### config.mk
export PLATFORM = sky130hd
export DESIGN_NAME = alu_issue_stage
export DESIGN_NICKNAME = d
export VERILOG_FILES = /design/src/rtl/alu_pkg.sv /design/src/rtl/alu_issue_perf.sv /design/src/rtl/alu_issue_stage.sv
export SDC_FILE = /design/constraint.sdc
export NUM_CORES = 1
export LEC_CHECK = 0
export ABC_CLOCK_PERIOD_IN_PS = 2300
export BUFFER_PORTS_ARGS = -buffer_cell sky130_fd_sc_hd__buf_4
export CAP_MARGIN = 0
export CORE_ASPECT_RATIO = 0.8
export CORE_MARGIN = 1.5
export CORE_UTILIZATION = 43
export CTS_BUF_LIST = sky130_fd_sc_hd__clkbuf_16
export CTS_CLUSTER_DIAMETER = 150
export DETAILED_ROUTE_END_ITERATION = 7
export MAX_ROUTING_LAYER = met4
export PLACE_DENSITY = 0.76
export SLEW_MARGIN = 0
export SYNTH_ARGS = -nofsm -noshare
export SYNTH_HDL_FRONTEND = slang
export SYNTH_HIERARCHICAL = 1
export SYNTH_SLANG_ARGS = --single-unit
### constraint.sdc
create_clock -name clk -period 2.3 [get_ports clk]
set_input_delay 0.115 -clock clk [delete_from_list [all_inputs] [get_ports clk]]
set_output_delay 0.115 -clock clk [all_outputs]
set_load 0.05 [all_outputs]
### src/rtl/alu_pkg.sv
// Shared opcode encodings, FSM states and latency helpers for the ALU issue stage.
package alu_pkg;

  localparam logic [3:0] OP_MUL = 4'd0;
  localparam logic [3:0] OP_SNE = 4'd1;
  localparam logic [3:0] OP_SLT = 4'd2;
  localparam logic [3:0] OP_SEQ = 4'd3;
  localparam logic [3:0] OP_ADD = 4'd4;
  localparam logic [3:0] OP_SUB = 4'd5;
  localparam logic [3:0] OP_AND = 4'd6;
  localparam logic [3:0] OP_OR  = 4'd7;
  localparam logic [3:0] OP_SHF = 4'd8;
  localparam logic [3:0] OP_XOR = 4'd9;
  localparam logic [3:0] OP_MAX = 4'd10;
  localparam logic [3:0] OP_MIN = 4'd11;

  typedef enum logic [1:0] {IDLE, EXEC, DONE} state_t;

  // Only MUL needs extra settle cycles; everything else, including illegal opcodes, takes one.
  function automatic logic [3:0] lat_of(input logic [3:0] op, input logic [3:0] mul_lat);
    return (op == OP_MUL) ? mul_lat : 4'd1;
  endfunction

  function automatic logic is_cmp_op(input logic [3:0] op);
    return (op == OP_SNE) || (op == OP_SLT) || (op == OP_SEQ);
  endfunction

endpackage

### src/rtl/alu_issue_perf.sv
// Saturating accepted-command and response-stall counters for the ALU issue stage.
module alu_issue_perf (
  input  logic        clk,
  input  logic        rst_n,
  input  logic        i_cmd_inc,
  input  logic        i_stall_inc,
  output logic [31:0] o_perf_cmds,
  output logic [31:0] o_perf_stalls
);

  logic [31:0] r_cmds, r_stalls;

  always_ff @(posedge clk or negedge rst_n) begin
    if (!rst_n) begin
      r_cmds   <= '0;
      r_stalls <= '0;
    end else begin
      if (i_cmd_inc && (r_cmds != '1))     r_cmds   <= r_cmds + 32'd1;
      if (i_stall_inc && (r_stalls != '1)) r_stalls <= r_stalls + 32'd1;
    end
  end

  assign o_perf_cmds   = r_cmds;
  assign o_perf_stalls = r_stalls;

endmodule

### src/rtl/alu_issue_stage.sv
// Registers commands onto a combinational ALU, waits per-opcode latency, holds the response.
// Optional ALU_ISSUE_PERF_EN adds perf_cmds / perf_stalls counters.
module alu_issue_stage
  import alu_pkg::*;
#(
  parameter int WIDTH   = 32,
  parameter int SHW     = 5,
  parameter int TAGW    = 4,
  parameter int MUL_LAT = 3
) (
  input  logic             clk,
  input  logic             rst_n,
  input  logic             cmd_valid,
  output logic             cmd_ready,
  input  logic [3:0]       cmd_opcode,
  input  logic [WIDTH-1:0] cmd_a,
  input  logic [WIDTH-1:0] cmd_b,
  input  logic [SHW-1:0]   cmd_shift,
  input  logic [TAGW-1:0]  cmd_tag,
  output logic [3:0]       alu_opcode,
  output logic [WIDTH-1:0] alu_in1,
  output logic [WIDTH-1:0] alu_in2,
  output logic [SHW-1:0]   alu_shift,
  input  logic [WIDTH-1:0] alu_result,
  input  logic             alu_carry,
  output logic             rsp_valid,
  input  logic             rsp_ready,
  output logic [WIDTH-1:0] rsp_result,
  output logic             rsp_carry,
  output logic             rsp_err,
  output logic [TAGW-1:0]  rsp_tag
`ifdef ALU_ISSUE_PERF_EN
  ,
  output logic [31:0]      perf_cmds,
  output logic [31:0]      perf_stalls
`endif
);

  state_t           r_state, w_next;
  logic [3:0]       r_cnt;
  logic [TAGW-1:0]  r_tag;
  logic             w_accept;
  logic             w_err;
  logic [WIDTH-1:0] w_cap_result;
  logic             w_cap_carry;

  assign cmd_ready = (r_state == IDLE);
  assign rsp_valid = (r_state == DONE);
  assign w_accept  = cmd_ready && cmd_valid;

  always_comb begin
    w_next = r_state;
    case (r_state)
      IDLE:    if (cmd_valid) w_next = EXEC;
      EXEC:    if (r_cnt == 4'd0) w_next = DONE;
      DONE:    if (rsp_ready) w_next = IDLE;
      default: w_next = IDLE;
    endcase
  end

  // The ALU leaves the compare opcodes undriven, so they are resolved here from the latched operands.
  always_comb begin
    w_err        = alu_opcode[3] & alu_opcode[2];
    w_cap_result = alu_result;
    w_cap_carry  = alu_carry;
    if (w_err) begin
      w_cap_result = '0;
      w_cap_carry  = 1'b0;
    end else if (is_cmp_op(alu_opcode)) begin
      w_cap_carry = 1'b0;
      case (alu_opcode)
        OP_SNE:  w_cap_result = {{(WIDTH-1){1'b0}}, alu_in1 != alu_in2};
        OP_SLT:  w_cap_result = {{(WIDTH-1){1'b0}}, $signed(alu_in1) < $signed(alu_in2)};
        default: w_cap_result = {{(WIDTH-1){1'b0}}, alu_in1 == alu_in2};
      endcase
    end
  end

  always_ff @(posedge clk or negedge rst_n) begin
    if (!rst_n) r_state <= IDLE;
    else        r_state <= w_next;
  end

  always_ff @(posedge clk or negedge rst_n) begin
    if (!rst_n) begin
      r_cnt      <= '0;
      r_tag      <= '0;
      alu_opcode <= '0;
      alu_in1    <= '0;
      alu_in2    <= '0;
      alu_shift  <= '0;
      rsp_result <= '0;
      rsp_carry  <= 1'b0;
      rsp_err    <= 1'b0;
      rsp_tag    <= '0;
    end else begin
      if (w_accept) begin
        alu_opcode <= cmd_opcode;
        alu_in1    <= cmd_a;
        alu_in2    <= cmd_b;
        alu_shift  <= cmd_shift;
        r_tag      <= cmd_tag;
        r_cnt      <= lat_of(cmd_opcode, 4'(MUL_LAT)) - 4'd1;
      end else if (r_state == EXEC) begin
        if (r_cnt != 4'd0) begin
          r_cnt <= r_cnt - 4'd1;
        end else begin
          rsp_result <= w_cap_result;
          rsp_carry  <= w_cap_carry;
          rsp_err    <= w_err;
          rsp_tag    <= r_tag;
        end
      end
    end
  end

`ifdef ALU_ISSUE_PERF_EN
  alu_issue_perf u_perf (
    .clk           (clk),
    .rst_n         (rst_n),
    .i_cmd_inc     (w_accept),
    .i_stall_inc   (rsp_valid && !rsp_ready),
    .o_perf_cmds   (perf_cmds),
    .o_perf_stalls (perf_stalls)
  );
`endif

endmodule

==> summary.md <==
| Metric | Value |
|---|---|
| Setup ws final | -0.0905 ns |
| Worst EP arrival | 2.69 ns |
| Met3 routed WL | 897 um |
| WL final | 17.5 mm |
| P_sw | 7.51 mW |
| Post-synth top area share | 0.573 |
| Min Tclk post-route | 2.39 ns |
| First-pass GRT wire length | 27.2 mm |
| Io pins | 227 |
| Via Count | 4984 |
| Clk slew on worst S/H paths | 0.05 ns |
| Crit path required time | 2.60 ns |
| Max-cap viol count | 0 |
| Fin. Hold Viols | 0 |
| FMAX | 418 MHz |
| CTS sink count | 121 |
| Worst vdd ir | 1.05 mV |
| Worst-case clock buffer depth | 2 |
| Top cells by area, synth | dfrtp_1 (57%), mux2_2 (10%), ha_1 (7.8%) |
| Core Area | 12100 um2 |
| Synth cell types | 35 |
| Die area | 13000 um2 |
| PortBufs | 226 |
| Synth warn | 6 |
| Max Slew Vio Count | 0 |
| Final setup vio count | 1 |
| Share of layout cells above drive strength 1 | 0.484 |
| Least-Margin Pin Slew | 0.527 ns |
| P&R area growth vs syn | 75.9% |
| Clk_skew | 0.0105 ns |
| CTS tree | built |
| Int Power | 8.27 mW |
| H-tree depth | 4 |
| Layout Utilization | 0.770 |
| Logic pwr share | 0.592 |
| Mapped Area | 5280 um2 |
| Flop and latch count out of synthesis | 121 |
| Net Sw Frac | 0.476 |
| Clock buffers created by TritonCTS | 17 |
| Die X | 127 um |
| Synthesized instance count | 446 |
| Most frequent cells in the layout | buf_4 (269), dlygate4sd3_1 (112), dfrtp_1 (80) |
| Worst Hold Class | in -> reg |
| Max FO, Critical Path | 3 |
| FILL cells | 749 |
| Pwr Total | 15.8 mW |
| RD Place Congestion | 0.772 |
| Failing checks | setup timing |
| Effective utilization at floorplan | 0.438 |
| Drt pass-1 iters | 6 |
| RSZ-0062 raised after global routing | yes |
| Wire length on met2 | 9.38 mm |
| Uppermost layer routed | met4 |
| Most common cell after layout, fill and taps aside | buf_4 |
| WL per Instance | 17.6 um |
| Post-Route M1 WL | 6.79 mm |
| DRC viols | 0 |
| GRT Overall Usage | 0.284 |
| Initial antenna violation count | 0 |
| Largest net degree at the start of global routing | 61 |
| CP startpoint kind | flop |
| Worst skew pair latency | 0.42 ns |
| Critical Path Sink Type | flop |
| Grt total ovfl | 0 |
| Sequential share of power | 0.249 |
| Syn Nets | 593 |
| 1st-iter DRT viols | 176 |
| Max_slew headroom | 0.648 |
| Setup TNS | -0.0905 ns |
| PD cells | 1700 nW/um2 |
| Placement Cell Area | 7520 um2 |
| Setup CP Type | reg -> reg |
| Clock power frac | 0.159 |
| ANT nets after route | 0 |
| Final instance area | 9300 um2 |
| Crit share post-route | 1.04 |
| Vias in the first global route | 5416 |
| Num rows | 36 |
| # diodes | 0 |
| Synth area leader | dfrtp_1 |
| Fin nets | 976 |
| Pleak | 4.50 nW |
| Post-Syn Area per Cell | 11.8 um2 |
| Via/cell ratio | 5.02 |
| Die H | 102 um |
| Dpl hpwl | 10.5 mm |
| Clock Root Buffer | clkbuf_16 |
| Seq/Total Area, Yosys | 0.573 |
| Outcome | finished with violations |
registers in the layout, summed over array words and instances (netlist names):
name and flops:
r_cnt 4, r_tag 4, alu_shift 5, alu_in1 32, alu_in2 32, alu_opcode 4, rsp_carry 1, rsp_err 1
rsp_result 32, rsp_tag 4, r_state 2
routing by layer:
layer | vias to the layer above | global-route usage
li1 | 2331 | -
met1 | 2438 | 0.304
met2 | 176 | 0.504
met3 | 39 | 0.0743
met4 | 0 | 0.120
met5 | - | -
worst max-delay path: stages, from the launching register on:
cell and delay [ns]:
dfrtp_2 0.43, ha_4 0.28, nand4_1 0.13, or4_4 0.58, or4_4 0.44, a21oi_2 0.16, o41ai_2 0.08, a31o_1 0.19
stage by stage:
step	cells	hold WS, ns	setup slack (ns)
floorplan	446	-0.181	-0.188
global placement	848	0.118	-0.0957
detailed placement	848	0.132	-0.135
CTS	991	0.165	-0.0757
global route	993	0.177	-0.168
finish	993	0.133	-0.0905
Yosys cell counts (all sizes together):
library cell / count
dfrtp: 121
mux2: 49
nand2: 47
o21ai: 41
inv: 36
ha: 33
a22o: 32
clkbuf: 16
a21oi: 14
nor2: 10
nand4: 6
buf: 4
nand3: 4
a21o: 3
a221oi: 3
nand2b: 3
nor3: 3
nor4: 3
or4: 3
xnor2: 3
and3: 2
nor2b: 2
a31o: 1
a31oi: 1
and2: 1
nor3b: 1
o211ai: 1
o31ai: 1
o41ai: 1
or3: 1
layout make-up:
type,count,area [um2],area share
clock inverter,14,120,0.0129
clock buffer,17,425,0.0458
inverter,36,135,0.0145
sequential,121,3080,0.331
multi-input combinational,269,2150,0.231
tap,152,190,0.0205
timing repair buffer,384,3200,0.344
power by group through the flow:
stage               registers, mW  logic [mW]  clock network [mW]
floorplan                    7.00        2.64                   0
global placement             3.81        8.76                   0
detailed placement           3.88        8.94                   0
CTS                          3.88        9.19                2.52
global route                 4.05        9.97                2.64
finish                       3.93        9.34                2.51
path summary, 6_finish.rpt:
check	from	to	slack, ns	depth (start not counted)
worst max-delay path	alu_in1[23]$_DFFE_PN0P_	rsp_result[0]$_DFFE_PN0P_	-0.09	7
worst min-delay path	alu_result[0]	rsp_result[0]$_DFFE_PN0P_	0.13	4
worst max register to register	alu_in1[23]$_DFFE_PN0P_	rsp_result[0]$_DFFE_PN0P_	-0.09	7
worst min register to register	r_tag[0]$_DFFE_PN0P_	rsp_tag[0]$_DFFE_PN0P_	0.50	1
max in group asynchronous	rst_n	alu_in1[31]$_DFFE_PN0P_	1.30	3
min in group asynchronous	rst_n	alu_opcode[1]$_DFFE_PN0P_	0.23	2
what timing repair did:
action | in CTS | in global routing
setup buffers | 0 | 2
setup endpoints to repair | 1 | 1
hold endpoints to repair | 150 | 0
pin swaps | 3 | 4
gates resized for setup | 6 | 7
hold buffers | 112 | 0
cell families (layout without fill, tap and decap cells):
logic type / after synthesis / in the layout / share of synthesized area
compound gates: 98 / 98 / 0.122
simple gates: 86 / 86 / 0.0763
flops: 121 / 121 / 0.573
buf+inv: 56 / 451 / 0.0414
xor+xnor: 3 / 3 / 0.00497
fa+ha+maj: 33 / 33 / 0.0781
mux: 49 / 49 / 0.104
Power figures use the tool's default switching activity.
